--- src/rtl/ad_serial_resp_if.sv ---
// Serial link between the channel reader (master) and the ADC responder (slave).
interface ad_serial_resp_if;
    logic cs_n;
    logic sclk;
    logic sdata;
    logic sdata_oe;

    modport master (output cs_n, output sclk, input sdata, input sdata_oe);
    modport slave  (input cs_n, input sclk, output sdata, output sdata_oe);
endinterface

--- src/rtl/ad_serial_resp.sv ---
// AD7276-style serial ADC responder: oversamples cs_n/sclk on clk_sys and shifts
// a zero-framed sample out MSB-first, from an external port or an internal ramp.
module ad_serial_resp #(
    parameter int unsigned DW       = 12,
    parameter int unsigned LEAD     = 4,
    parameter int unsigned FRAME    = 16,
    parameter int unsigned SYNC_STG = 2
) (
    input  logic                clk_sys,
    input  logic                rst,
    ad_serial_resp_if.slave     link,
    input  logic                ramp_en,
    input  logic [DW-1:0]       sample_in,
    input  logic                sample_vld,
    output logic                frame_done,
    output logic [15:0]         frame_cnt,
    output logic                short_err,
    output logic                underrun_err,
    input  logic                err_clr
);

    localparam int unsigned TRAIL = FRAME - LEAD - DW;
    localparam int unsigned CW    = $clog2(FRAME + 1);
    localparam logic [CW-1:0] LAST = CW'(FRAME - 1);
    localparam logic [CW-1:0] FULL = CW'(FRAME);

    typedef enum logic {IDLE, SHIFT} state_t;

    state_t              state;
    logic [SYNC_STG-1:0] cs_sync;
    logic [SYNC_STG-1:0] sc_sync;
    logic [SYNC_STG:0]   sync_vld;
    logic                cs_d;
    logic                sc_d;
    logic                cs_fall_q;
    logic                cs_rise_q;
    logic                sc_fall_q;
    logic                armed;
    logic [DW-1:0]       shadow;
    logic                fresh;
    logic [FRAME-2:0]    shreg;
    logic [CW-1:0]       edge_cnt;
    logic [FRAME-1:0]    load_word;
    logic                cs_s;
    logic                sc_s;
    logic                ext_load;

    assign cs_s      = cs_sync[SYNC_STG-1];
    assign sc_s      = sc_sync[SYNC_STG-1];
    assign load_word = FRAME'(shadow) << TRAIL;
    assign ext_load  = sample_vld && !ramp_en;

    // The synchronizer resets to 1, so its output is only trusted once sync_vld
    // has walked a 1 through every stage; otherwise a cs_n held low across reset
    // release would look like a fresh falling edge.
    always_ff @(posedge clk_sys) begin
        if (rst) begin
            cs_sync   <= '1;
            sc_sync   <= '1;
            sync_vld  <= '0;
            cs_d      <= 1'b1;
            sc_d      <= 1'b1;
            cs_fall_q <= 1'b0;
            cs_rise_q <= 1'b0;
            sc_fall_q <= 1'b0;
            armed     <= 1'b0;
        end else begin
            cs_sync[0] <= link.cs_n;
            sc_sync[0] <= link.sclk;
            for (int unsigned i = 1; i < SYNC_STG; i++) begin
                cs_sync[i] <= cs_sync[i-1];
                sc_sync[i] <= sc_sync[i-1];
            end
            sync_vld  <= {sync_vld[SYNC_STG-1:0], 1'b1};
            cs_d      <= cs_s;
            sc_d      <= sc_s;
            armed     <= armed | (sync_vld[SYNC_STG-1] & cs_s);
            cs_fall_q <= sync_vld[SYNC_STG] & armed & cs_d & ~cs_s;
            cs_rise_q <= sync_vld[SYNC_STG] & ~cs_d & cs_s;
            sc_fall_q <= sync_vld[SYNC_STG] & sc_d & ~sc_s;
        end
    end

    always_ff @(posedge clk_sys) begin
        if (rst) begin
            state         <= IDLE;
            link.sdata    <= 1'b0;
            link.sdata_oe <= 1'b0;
            frame_done    <= 1'b0;
            frame_cnt     <= '0;
            short_err     <= 1'b0;
            underrun_err  <= 1'b0;
            shadow        <= '0;
            fresh         <= 1'b0;
            shreg         <= '0;
            edge_cnt      <= '0;
        end else begin
            frame_done <= 1'b0;
            if (ext_load) begin
                shadow <= sample_in;
                fresh  <= 1'b1;
            end
            // Clear first so a same-cycle error assignment below takes priority.
            if (err_clr) begin
                short_err    <= 1'b0;
                underrun_err <= 1'b0;
            end
            case (state)
                IDLE: begin
                    link.sdata    <= 1'b0;
                    link.sdata_oe <= 1'b0;
                    if (cs_fall_q) begin
                        shreg         <= load_word[FRAME-2:0];
                        link.sdata    <= load_word[FRAME-1];
                        link.sdata_oe <= 1'b1;
                        edge_cnt      <= '0;
                        state         <= SHIFT;
                        if (!ext_load) fresh <= 1'b0;
                        if (!ramp_en && !fresh) underrun_err <= 1'b1;
                    end
                end
                SHIFT: begin
                    if (cs_rise_q) begin
                        state         <= IDLE;
                        link.sdata    <= 1'b0;
                        link.sdata_oe <= 1'b0;
                        if (edge_cnt >= LAST) begin
                            frame_done <= 1'b1;
                            frame_cnt  <= frame_cnt + 16'd1;
                            if (ramp_en) shadow <= shadow + 1'b1;
                        end else begin
                            short_err <= 1'b1;
                        end
                    end else if (sc_fall_q) begin
                        link.sdata <= shreg[FRAME-2];
                        shreg      <= {shreg[FRAME-3:0], 1'b0};
                        if (edge_cnt != FULL) edge_cnt <= edge_cnt + 1'b1;
                    end
                end
                default: state <= IDLE;
            endcase
        end
    end

endmodule

--- src/flat_wrapper.sv ---
// flat-port wrapper written by rule: the top's interface ports become plain ports
module ad_serial_resp_flat 
#(
    parameter int unsigned DW       = 12,
    parameter int unsigned LEAD     = 4,
    parameter int unsigned FRAME    = 16,
    parameter int unsigned SYNC_STG = 2
)
  (clk_sys, rst, ramp_en, sample_in, sample_vld, frame_done, frame_cnt, short_err, underrun_err, err_clr, link_cs_n, link_sclk, link_sdata, link_sdata_oe);
  ad_serial_resp_if link_i ();
  input  logic clk_sys;
  input  logic rst;
  input  logic ramp_en;
  input  logic [DW-1:0] sample_in;
  input  logic sample_vld;
  output logic frame_done;
  output logic [15:0] frame_cnt;
  output logic short_err;
  output logic underrun_err;
  input  logic err_clr;
  input wire logic [$bits(link_i.cs_n)-1:0] link_cs_n;
  input wire logic [$bits(link_i.sclk)-1:0] link_sclk;
  output wire logic [$bits(link_i.sdata)-1:0] link_sdata;
  output wire logic [$bits(link_i.sdata_oe)-1:0] link_sdata_oe;
  assign link_i.cs_n = link_cs_n;
  assign link_i.sclk = link_sclk;
  assign link_sdata = link_i.sdata;
  assign link_sdata_oe = link_i.sdata_oe;
  ad_serial_resp #(.DW(DW), .LEAD(LEAD), .FRAME(FRAME), .SYNC_STG(SYNC_STG)) u_core (.clk_sys(clk_sys), .rst(rst), .link(link_i), .ramp_en(ramp_en), .sample_in(sample_in), .sample_vld(sample_vld), .frame_done(frame_done), .frame_cnt(frame_cnt), .short_err(short_err), .underrun_err(underrun_err), .err_clr(err_clr));
endmodule
--- config.mk ---
export PLATFORM = sky130hd
export DESIGN_NAME = ad_serial_resp_flat
export DESIGN_NICKNAME = d
export VERILOG_FILES = /design/src/rtl/ad_serial_resp_if.sv /design/src/rtl/ad_serial_resp.sv /design/src/flat_wrapper.sv
export SDC_FILE = /design/constraint.sdc
export NUM_CORES = 1
export LEC_CHECK = 0
export BUFFER_PORTS_ARGS = -buffer_cell sky130_fd_sc_hd__buf_2
export CELL_PAD_IN_SITES_DETAIL_PLACEMENT = 2
export CELL_PAD_IN_SITES_GLOBAL_PLACEMENT = 2
export CORE_UTILIZATION = 31
export DETAILED_ROUTE_END_ITERATION = 6
export GPL_ROUTABILITY_DRIVEN = 0
export GPL_TIMING_DRIVEN = 0
export PLACE_DENSITY_LB_ADDON = 0.1
export REMOVE_ABC_BUFFERS = 1
export SETUP_SLACK_MARGIN = 0.2
export SKIP_LAST_GASP = 1
export SLEW_MARGIN = 20
export SYNTH_ARGS = -nofsm -noshare
export SYNTH_HDL_FRONTEND = slang
export SYNTH_SLANG_ARGS = --single-unit
--- constraint.sdc ---
create_clock -name clk_sys -period 2.5 [get_ports clk_sys]
set_input_delay 0.125 -clock clk_sys [delete_from_list [all_inputs] [get_ports clk_sys]]
set_output_delay 0.125 -clock clk_sys [all_outputs]
set_load 0.01 [all_outputs]
* Word-level counts from Yosys, hierarchy flattened
Cells that the tools add are included.
** Cells by class
- Reduce and logical (&&, ||, !) cells :: 8
- $add $sub $neg :: 3
- Bitwise operators :: 14
- Muxes and demuxes :: 36
- Equality and inequality tests :: 7
- $lt $le $gt $ge :: 1
** Operators with widths (count)
- $mux 12 :: 5
- $mux 15 :: 3
- $pmux 15 s2 :: 1
- $mux 5 :: 4
- $mux 1 :: 19
- $add 16x1->16 const B :: 1
- $add 12x1->12 const B :: 1
- $pmux 5 s2 :: 1
- $and 1x1->1 :: 8
- $ne 2x2->1 const B :: 4
- $pmux 1 s2 :: 3
- $reduce_and 3->1 :: 2
- $add 5x1->5 const B :: 1
- $ge 5x4->1 const B :: 1
- $ne 5x5->1 const B :: 1
- $not 1->1 :: 5
- $reduce_and 4->1 :: 1
- $ne 3x3->1 const B :: 1
- $reduce_or 3->1 :: 1
- $logic_and 1x1->1 :: 2
- $logic_not 1->1 :: 2
- $ne 2x1->1 const B :: 1
- $or 1x1->1 :: 1
** Word-level totals
- Register bits after elaboration :: 68
- Output and inout port bits :: 21
- Input bits :: 19
- Word-level logic and storage cells :: 90

* Depth between registers and ports, before layout
Gate-level depths: netlist of the first run.
- Depth after elaboration :: 7
- Gate-level depth with buffers :: 9
- Depth with buffers taken out :: 7

* Worst setup path before layout of the first run
OpenSTA, ideal clock, no wires.
- Path type :: register to register
- From :: register u_core.edge_cnt[1]
- To :: register u_core.frame_cnt[15]
- Stages on the path, launching flop included :: 9
- Arrival :: 1825 ps
- Required time :: 2377 ps
- Period minus slack after synthesis :: 1948 ps
- Path slack :: 552 ps
- Path buffers :: 1
- Library setup time :: 123 ps
- Cells stage by stage :: dfxtp_1 ha_1 and3_1 ha_1 or2_0 buf_2 o21ai_4 nor4_1 mux2_1
** On the way
- Word-level cells in the longest chain between the ends :: 2
** Ends and longest elaborated chain
- from (decl) :: line ad_serial_resp.sv:42 : logic [CW-1:0] edge_cnt;
- from (signal assigned) :: line ad_serial_resp.sv:137 : if (edge_cnt != FULL) edge_cnt <= edge_cnt + 1'b1;
- $ge 5x4->1 :: line ad_serial_resp.sv:127 : if (edge_cnt >= LAST) begin
- $reduce_and 3->1 (no line)
- to (signal assigned) :: line ad_serial_resp.sv:129 : frame_cnt <= frame_cnt + 16'd1;
- to (decl) :: line ad_serial_resp.sv:16 : output logic [15:0] frame_cnt,
Every way passes these cells.
A chain may end at the register's enable or synchronous reset.

* Final worst setup path of the first run
- From :: register u_core.edge_cnt[0]
- To :: register u_core.frame_cnt[15]
The elaborated chain is that of the path after synthesis.

==> results of run 1 <==
kinds of logic after synthesis:
| group | after synthesis | synth area share |
|---|---|---|
| and+or+nand+nor | 132 | 0.228 |
| AOI/OAI and AO/OA | 78 | 0.184 |
| DFF | 68 | 0.446 |
| buffers and inverters | 31 | 0.0475 |
| muxes | 18 | 0.0602 |
| xor gates and xnor gates | 5 | 0.0143 |
| adders and majority gates | 5 | 0.0205 |
stage by stage:
step                total power, mW  TNS, ns  cell area, sq um   util  instances
detailed placement             1.22   -0.115              3310  0.353        485
global route                   2.24        0              3580  0.382        505
global placement               1.22    -2.06              3310  0.353        485
floorplan                      1.17        0              2950      -        317
CTS                            2.19        0              3550  0.378        503
finish                         2.15        0              3580  0.382        505
placed cells by master (no fill, tap or decap), types with 4 or more instances in the layout:
cell type,n
a22oi_1,4
nand3_1,12
o31ai_1,5
clkbuf_8,10
nand2_1,25
buf_2,38
a21oi_1,21
a31oi_1,5
o22ai_1,4
nor2b_1,5
and3_1,7
o21ai_0,6
a211oi_1,11
or4_1,5
nor2_1,35
ha_1,5
or2_2,6
mux2i_1,15
dfxtp_1,65
nand4_1,5
or3_1,7
inv_1,11
and4_1,4
area by class of cell:
class,instances,share of cell area
inverter,11,0.0115
tap,129,0.0451
clock inverter,6,0.0199
timing repair buffer,43,0.0651
clock buffer,10,0.0385
multi-input combinational,238,0.437
sequential,68,0.382
worst paths after layout:
path	start	to	slack, ns	cells after the start
max	u_core.edge_cnt[0]	u_core.frame_cnt[15]	0.33	7
min	sample_in[8]	u_core.shadow[8]	0.03	3
max reg2reg	u_core.edge_cnt[0]	u_core.frame_cnt[15]	0.33	7
min reg2reg	u_core.cs_sync[0]	u_core.cs_sync[1]	0.42	1
power by group:
part / total, mW / internal, mW / switching [mW]
clock: 0.955 / 0.494 / 0.460
sequential: 1.12 / 1.10 / 0.0167
combinational: 0.0814 / 0.0350 / 0.0463
layer usage:
metal / GRT usage / part of all wire
met5: 0 / 0
met4: 0.0691 / 0.016
met3: 0.0421 / 0.030
met2: 0.283 / 0.47
met1: 0.234 / 0.48
Yosys cell counts (all sizes together), types with 4 or more instances:
cell     n  area share
nor2b    6       0.012
or3      7       0.014
ha       5       0.020
and4     4       0.011
a21oi   22       0.036
a31oi    5       0.010
buf      8       0.019
mux2i   15       0.049
o31ai    5       0.012
a211oi  11       0.027
nand4    5       0.010
o22ai    4      0.0082
clkbuf  12       0.015
a22oi    4      0.0098
nor2    35       0.043
nand2   25       0.031
or4      5       0.012
inv     11       0.014
dfxtp   68        0.45
and3     7       0.014
or2      7       0.014
o21ai    7       0.015
nand3   12       0.020
registers in the layout, indices dropped and copies added (netlist names), 2 cells and up:
name / cells
u_core.frame_cnt: 16
u_core.shreg: 15
u_core.shadow: 12
u_core.edge_cnt: 5
u_core.sync_vld: 3
u_core.cs_sync: 2
u_core.sc_sync: 2
critical path: stages, from the launching register on:
cell,delay (ns)
dfxtp_2,0.35
ha_1,0.23
and3_1,0.19
ha_1,0.20
or2_4,0.29
o21ai_4,0.33
nor4_1,0.12
mux2_1,0.34
timing repair:
item                                    CTS  global route
endpoints found under the hold margin     2             0
pin swaps                                 0             1
resized for setup                         3             4
setup buffers                             0             2
endpoints found under the setup margin   22            12
hold buffers                              2             0
==> out/qor.yml, run 1 <==
num_antenna_cells: 0
worst_ep_arrival_time_ns: 2.40
drive_above_1_share: 0.202
chipWidth_um: 101
ys_ff_latch: 68
worst-path-max-fanout: 12
seq_area_frac_synth: 0.446
antenna_found_initial: 0
io_pins: 40
max-cap-violations: 0
die-area_sq_um: 10300
fp.dieH_um: 101
clkSinkCount: 68
setup_violations: 0
synthArstFlopShare: 0
slew_headroom: 0.508
drc: 0
drtPass1Iterations: 4
fin_ws_ns: 0.328
ys.flop_type: "dfxtp_1"
synth_area_sq_um: 3050
clk_pin_slew_ns: 0.08
drt_iter0_drc: 53
worstSetupPathType: "flop to flop"
cts_tree: "yes"
regArea_sq_um: 1370
nFillCells: 1075
nNetsFinal: 395
grt_pass1_wl_mm: 13.9
hold_path_class: "input port to flop"
syn_inst: 337
worst_hold_slack_ns: 0.0271
fin_crit_ns: 2.17
synth_edf_count: 0
routed_via_density: 5.28
final_antenna_net_count: 0
fp-row-count: 35
start_util: 0.326
yosysWarningCount: 0
port_buffers: 39
power_leakage_nw: 1.30
avgRoutedWirePerCell_um: 16.4
status: "finished, final reports clean"
grt_max_degree: 67
peakVddDrop_uv: 260
htree_levels: 3
cts_root_buffer: "clkbuf_8"
rsz0062_at_grt: "no"
overflow: 0
timing.final.crit_share: 0.869
cp-start-kind: "flop"
dp_slack_ns: -0.104
finalWirelength_mm: 8.27
finClkSkew_ns: 0.0101
tightest_slew_ns: 0.736
clkLatencyLatePin_ns: 0.35
place_hpwl_mm: 5.67
grt_pass1_vias: 2670
avgSynthCellArea_sq_um: 9.06
fmax_mhz: 460
area.growth.synth_to_final_pct: 17.1
final_max_slew_viol_count: 0
multi_input_area_sq_um: 1560
dr_total_vias: 2666
fp.coreArea_sq_um: 9370
cp-end-kind: "flop"
cts_buffer_depth: 2
global_route.usage.total: 0.178
numCtsBuffers: 9
timing_hold_violations_final: 0
synth_cell_types: 52
critPathRequiredTime_ns: 2.73
p_per_area_nw_per_um2: 602
Power figures use the tool's default switching activity.
==> inputs of run 2 (changes only) <==
- CTS_BUF_LIST: unset -> sky130_fd_sc_hd__clkbuf_8
- RECOVER_POWER: unset -> 100
- SLEW_MARGIN: 20 -> 30
==> run 2 against run 1 <==
  * Utilization decreased by 0.52 points
  * Global-route usage about the same
  * Largest cell class unchanged
  * Non-clock buffer count unchanged
  * Clock-buffer cell count unchanged
  * Flip-flop and latch count unchanged
  * Sequential share of layout area increased by 0.49 points
==> out/qor.yml, run 2 (synthesis gave the netlist of run 1 again) <==
rsz0062_at_grt: "no"
grt_pass1_wl_mm: 14.0
cp_top_family: "simple AND/OR/NAND/NOR gates"
global_route.usage.total: 0.178
r2r_cells: 8
fmax_mhz: 446
chipWidth_um: 101
power_leakage_nw: 1.20
cp-start-kind: "flop"
clk_pin_slew_ns: 0.08
overflow: 0
drtPass1Iterations: 4
port_buffers: 39
crit_buf_inv: 1
worstSetupPathType: "flop to flop"
worst-path-max-fanout: 12
dp_cells: 485
cp-end-kind: "flop"
cp_slowest_cell: "or4_1"
dr_total_vias: 2637
cpMostUsedCell: "ha_1"
die-area_sq_um: 10300
finalWirelength_mm: 8.30
finClkSkew_ns: 0.0101
largest_reg_flops: 16
largest-register: "u_core.frame_cnt"
cts_tree: "yes"
critPathRequiredTime_ns: 2.75
avgRoutedWirePerCell_um: 16.4
antenna_found_initial: 0
final_antenna_net_count: 0
timing.final.crit_share: 0.897
drc: 0
clkSinkCount: 68
fp.coreArea_sq_um: 9370
final_common_cell: "dfxtp_1"
numCtsBuffers: 9
drive_above_1_share: 0.138
fin_cells: 505
final_max_slew_viol_count: 0
htree_levels: 3
io_pins: 40
num_antenna_cells: 0
slew_headroom: 0.0477
fp.dieH_um: 101
hold_path_class: "input port to flop"
grt_max_degree: 67
p_total_mw: 2.14
peakVddDrop_uv: 203
fp-row-count: 35
nNetsFinal: 395
worst_ep_arrival_time_ns: 2.50
crit_chain: "ha_1 -> and3_1 -> ha_1 -> or2_4 -> o21ai_4 -> clkbuf_1 -> or4_1 -> a21oi_1"
fin_crit_ns: 2.24
crit_cells: 8
setup_violations: 0
dpl_cell_area_sq_um: 3310
drt_iter0_drc: 56
timing_hold_violations_final: 0
cts_root_buffer: "clkbuf_8"
p_per_area_nw_per_um2: 607
grt_pass1_vias: 2663
whs_path_depth: 3
layout_common_cells: "66 x dfxtp_1, 35 x nor2_1, 25 x nand2_1"
status: "finished, final reports clean"
clkLatencyLatePin_ns: 0.35
place_hpwl_mm: 5.67
cts_buffer_depth: 2
tightest_slew_ns: 1.43
area.growth.synth_to_final_pct: 15.5
fin_area_sq_um: 3530
start_util: 0.326
max-cap-violations: 0
largest_registers: "u_core.frame_cnt: 16 flops, u_core.shreg: 15 flops, u_core.shadow: 12 flops"
routed_via_density: 5.22
cpPeakStageDelay_ns: 0.51
## run 2: cell types whose count changed in the layout (fill, tap and decap cells not counted)
cell	previous run	this run
clkbuf_1	0	23
buf_2	38	17
buf_4	3	0
clkbuf_2	0	1
dfxtp_1	65	66
dfxtp_2	2	1
o2111ai_2	1	2
o2111ai_4	1	0
## run 2: area by class of cell
class                           count  area, sq um
Clock buffer                       10          138
Clock inverter                      6         71.3
Fill cell                        1087         5840
Inverter                           11         41.3
Multi-Input combinational cell    238         1550
Sequential cell                    68         1370
Tap cell                          129          161
Timing Repair Buffer               43          196
## run 2: routing by layer
metal	track usage	routed length, um	vias to the layer above
li1	-	-	1291
met1	0.235	4110	1308
met2	0.288	3900	30
met3	0.0455	209	8
met4	0.0468	86	0
met5	0	0	-
## run 2: path summary, 6_finish.rpt
| path | startpoint | endpoint | slack, ns |
|---|---|---|---|
| max reg2reg | u_core.edge_cnt[0] | u_core.frame_cnt[9] | 0.26 |
| min reg2reg | u_core.cs_sync[0] | u_core.cs_sync[1] | 0.42 |
| max | u_core.edge_cnt[0] | u_core.frame_cnt[9] | 0.26 |
| min | sample_in[8] | u_core.shadow[8] | 0.03 |
## run 2: power breakdown
part | switching, mW | total (mW) | internal [mW]
Combinational | 0.0469 | 0.0818 | 0.0349
Sequential | 0.0167 | 1.12 | 1.10
Clock | 0.449 | 0.944 | 0.494
Total | 0.513 | 2.14 | 1.63
## run 2: through the flow
| step | hold slack [ns] | setup WS (ns) | util | setup TNS [ns] |
|---|---|---|---|---|
| 2_1_floorplan | 0.194 | 0.321 | - | 0 |
| 3_3_place_gp | 0.307 | -0.263 | 0.353 | -2.06 |
| 3_5_place_dp | 0.312 | -0.109 | 0.354 | -0.127 |
| 4_1_cts | 0.0229 | 0.126 | 0.379 | 0 |
| 5_1_grt | 0.0299 | 0.123 | 0.376 | 0 |
| 6_report | 0.0306 | 0.258 | 0.376 | 0 |
## run 2: worst register-to-register path: cells and delay by family (launching register included)
| family | cells | cell delay [ns] |
|---|---|---|
| AO/OA/AOI/OAI | 2 | 0.27 |
| adder cells (fa/ha/maj) | 2 | 0.39 |
| buffers and inverters | 1 | 0.19 |
| flip-flops | 1 | 0.42 |
| AND/OR/NAND/NOR | 3 | 0.86 |
## run 2: what timing repair did
| item | 4_1_cts | 5_1_grt |
|---|---|---|
| setup endpoints to repair | 22 | 16 |
| pin swaps | 0 | 1 |
| buffers inserted | 0 | 2 |
| hold endpoints to repair | 2 | 0 |
| hold buffers | 2 | 0 |
| resized for setup | 3 | 4 |
==> inputs of run 3 (changes only) <==
- BUFFER_PORTS_ARGS: -buffer_cell sky130_fd_sc_hd__buf_2 -> -buffer_cell sky130_fd_sc_hd__buf_4
- RECOVER_POWER: 100 -> 25
==> run 3 against run 2 <==
  * Clock power decreased by 1%
  * Total power about the same
  * Cell count unchanged
  * Combinational power grew 8.4%
  * First-iteration DRC count rose by 7.1%
  * Maximum frequency grew 3.5%
  * Die area stayed put
  * Sequential power barely moved
  * Critical path type unchanged
  * Critical endpoint is now u_core.frame_cnt[13]
  * Largest cell class unchanged
  * Highest routed layer unchanged
==> out/qor.yml, run 3 (synthesis gave the netlist of run 1 again) <==
fin_crit_ns: 2.17
worstHoldStart: "sample_in[8]"
critPathRequiredTime_ns: 2.76
setup_violations: 0
p_total_mw: 2.14
grt_pass1_wl_mm: 14.0
finalWirelength_mm: 8.34
power_leakage_nw: 1.28
peakVddDrop_uv: 225
drtPass1Iterations: 4
critPathLaunch: "u_core.edge_cnt[1]"
max-cap-violations: 0
final_max_slew_viol_count: 0
final_antenna_net_count: 0
crit_buf_inv: 1
crit_chain: "ha_1 -> and3_1 -> ha_1 -> or2_4 -> o21ai_4 -> buf_4 -> or4_1 -> a21oi_1"
worst-path-max-fanout: 9
rsz0062_at_grt: "no"
tightest_slew_ns: 1.37
die-area_sq_um: 10300
layout_common_cells: "65 x dfxtp_1, 35 x nor2_1, 30 x buf_4"
grt_max_degree: 67
num_antenna_cells: 0
port_buffers: 39
slew_headroom: 0.0844
worstSetupPathType: "flop to flop"
cts_buffer_depth: 2
place_hpwl_mm: 5.73
area.growth.synth_to_final_pct: 19.1
cpMostUsedCell: "ha_1"
fmax_mhz: 462
fp.coreArea_sq_um: 9370
cp-start-kind: "flop"
nFillCells: 1054
antenna_found_initial: 0
fin_util: 0.388
drive_above_1_share: 0.181
drc: 0
cp-end-kind: "flop"
htree_levels: 3
regArea_sq_um: 1370
multi_input_area_sq_um: 1560
cts_root_buffer: "clkbuf_8"
dr_total_vias: 2660
fp-row-count: 35
drt_iter0_drc: 60
grt_pass1_vias: 2734
start_util: 0.326
global_route.usage.total: 0.179
clkSinkCount: 68
largest-register: "u_core.frame_cnt"
largest_reg_flops: 16
avgRoutedWirePerCell_um: 16.5
finClkSkew_ns: 0.0172
numCtsBuffers: 9
status: "finished, final reports clean"
clkLatencyLatePin_ns: 0.36
cp_slowest_cell: "or4_1"
cts_tree: "yes"
clk_pin_slew_ns: 0.08
io_pins: 40
fp.dieH_um: 101
p_per_area_nw_per_um2: 588
routed_via_density: 5.27
cpPeakStageDelay_ns: 0.50
worst_ep_arrival_time_ns: 2.43
largest_registers: "u_core.frame_cnt: 16 flops, u_core.shreg: 15 flops, u_core.shadow: 12 flops"
timing.final.crit_share: 0.867
overflow: 0
chipWidth_um: 101
nNetsFinal: 395
timing_hold_violations_final: 0
hold_path_class: "input port to flop"
final_common_cell: "dfxtp_1"
cp_top_family: "simple AND/OR/NAND/NOR gates"
r2r_start: "u_core.edge_cnt[1]"
[run 3: cell types whose count changed in the layout (fill, tap and decap cells not counted), sizes merged]
cell,before,now
inv,12,11
clkinv,2,5
clkbuf,34,19
clkinvlp,2,1
buf,17,31
[run 3: layer usage]
layer,vias to the layer above,GRT usage,share of wire
met2,39,0.294,0.49
met3,7,0.0524,0.033
met1,1320,0.230,0.47
met5,-,0,0
li1,1294,-,-
met4,0,0.0468,0.010
[run 3: repair_timing]
item | in CTS | in global routing
setup buffers | 0 | 2
gates resized for setup | 4 | 3
endpoints found under the hold margin | 2 | 0
setup endpoints to repair | 21 | 10
pin swaps | 0 | 1
gates cloned | 0 | 0
hold buffers | 2 | 0
[run 3: final timing paths]
kind | endpoint | slack (ns) | cells after the start
max reg2reg | u_core.frame_cnt[13] | 0.33 | 8
min reg2reg | u_core.sc_sync[1] | 0.42 | 1
max | u_core.frame_cnt[13] | 0.33 | 8
min | u_core.shadow[8] | 0.04 | 3
[run 3: layout make-up]
cell class,count,area share
inverter,11,0.0113
tap,129,0.0444
sequential,68,0.376
clock inverter,7,0.0213
clock buffer,9,0.0340
multi-input combinational,238,0.430
timing repair buffer,43,0.0836
[run 3: through the flow]
stage          TNS [ns]  setup WS, ns  hold slack [ns]  cells  cell area [sq um]
3_3_place_gp      -1.63        -0.239            0.309    485               3400
2_1_floorplan         0         0.321            0.194    317               2950
3_5_place_dp     -0.164        -0.155            0.314    485               3410
6_report              0         0.333           0.0360    505               3640
5_1_grt               0         0.190           0.0214    505               3640
4_1_cts               0         0.147           0.0203    503               3640
[run 3: worst min-delay path: stages]
cell     delay [ns]
buf_4          0.08
nand2_1        0.04
a31oi_1        0.11
[run 3: report_power, final]
group | total, mW | internal, mW | switching [mW]
Clock | 0.935 | 0.465 | 0.469
Sequential | 1.12 | 1.10 | 0.0170
Combinational | 0.0887 | 0.0422 | 0.0465
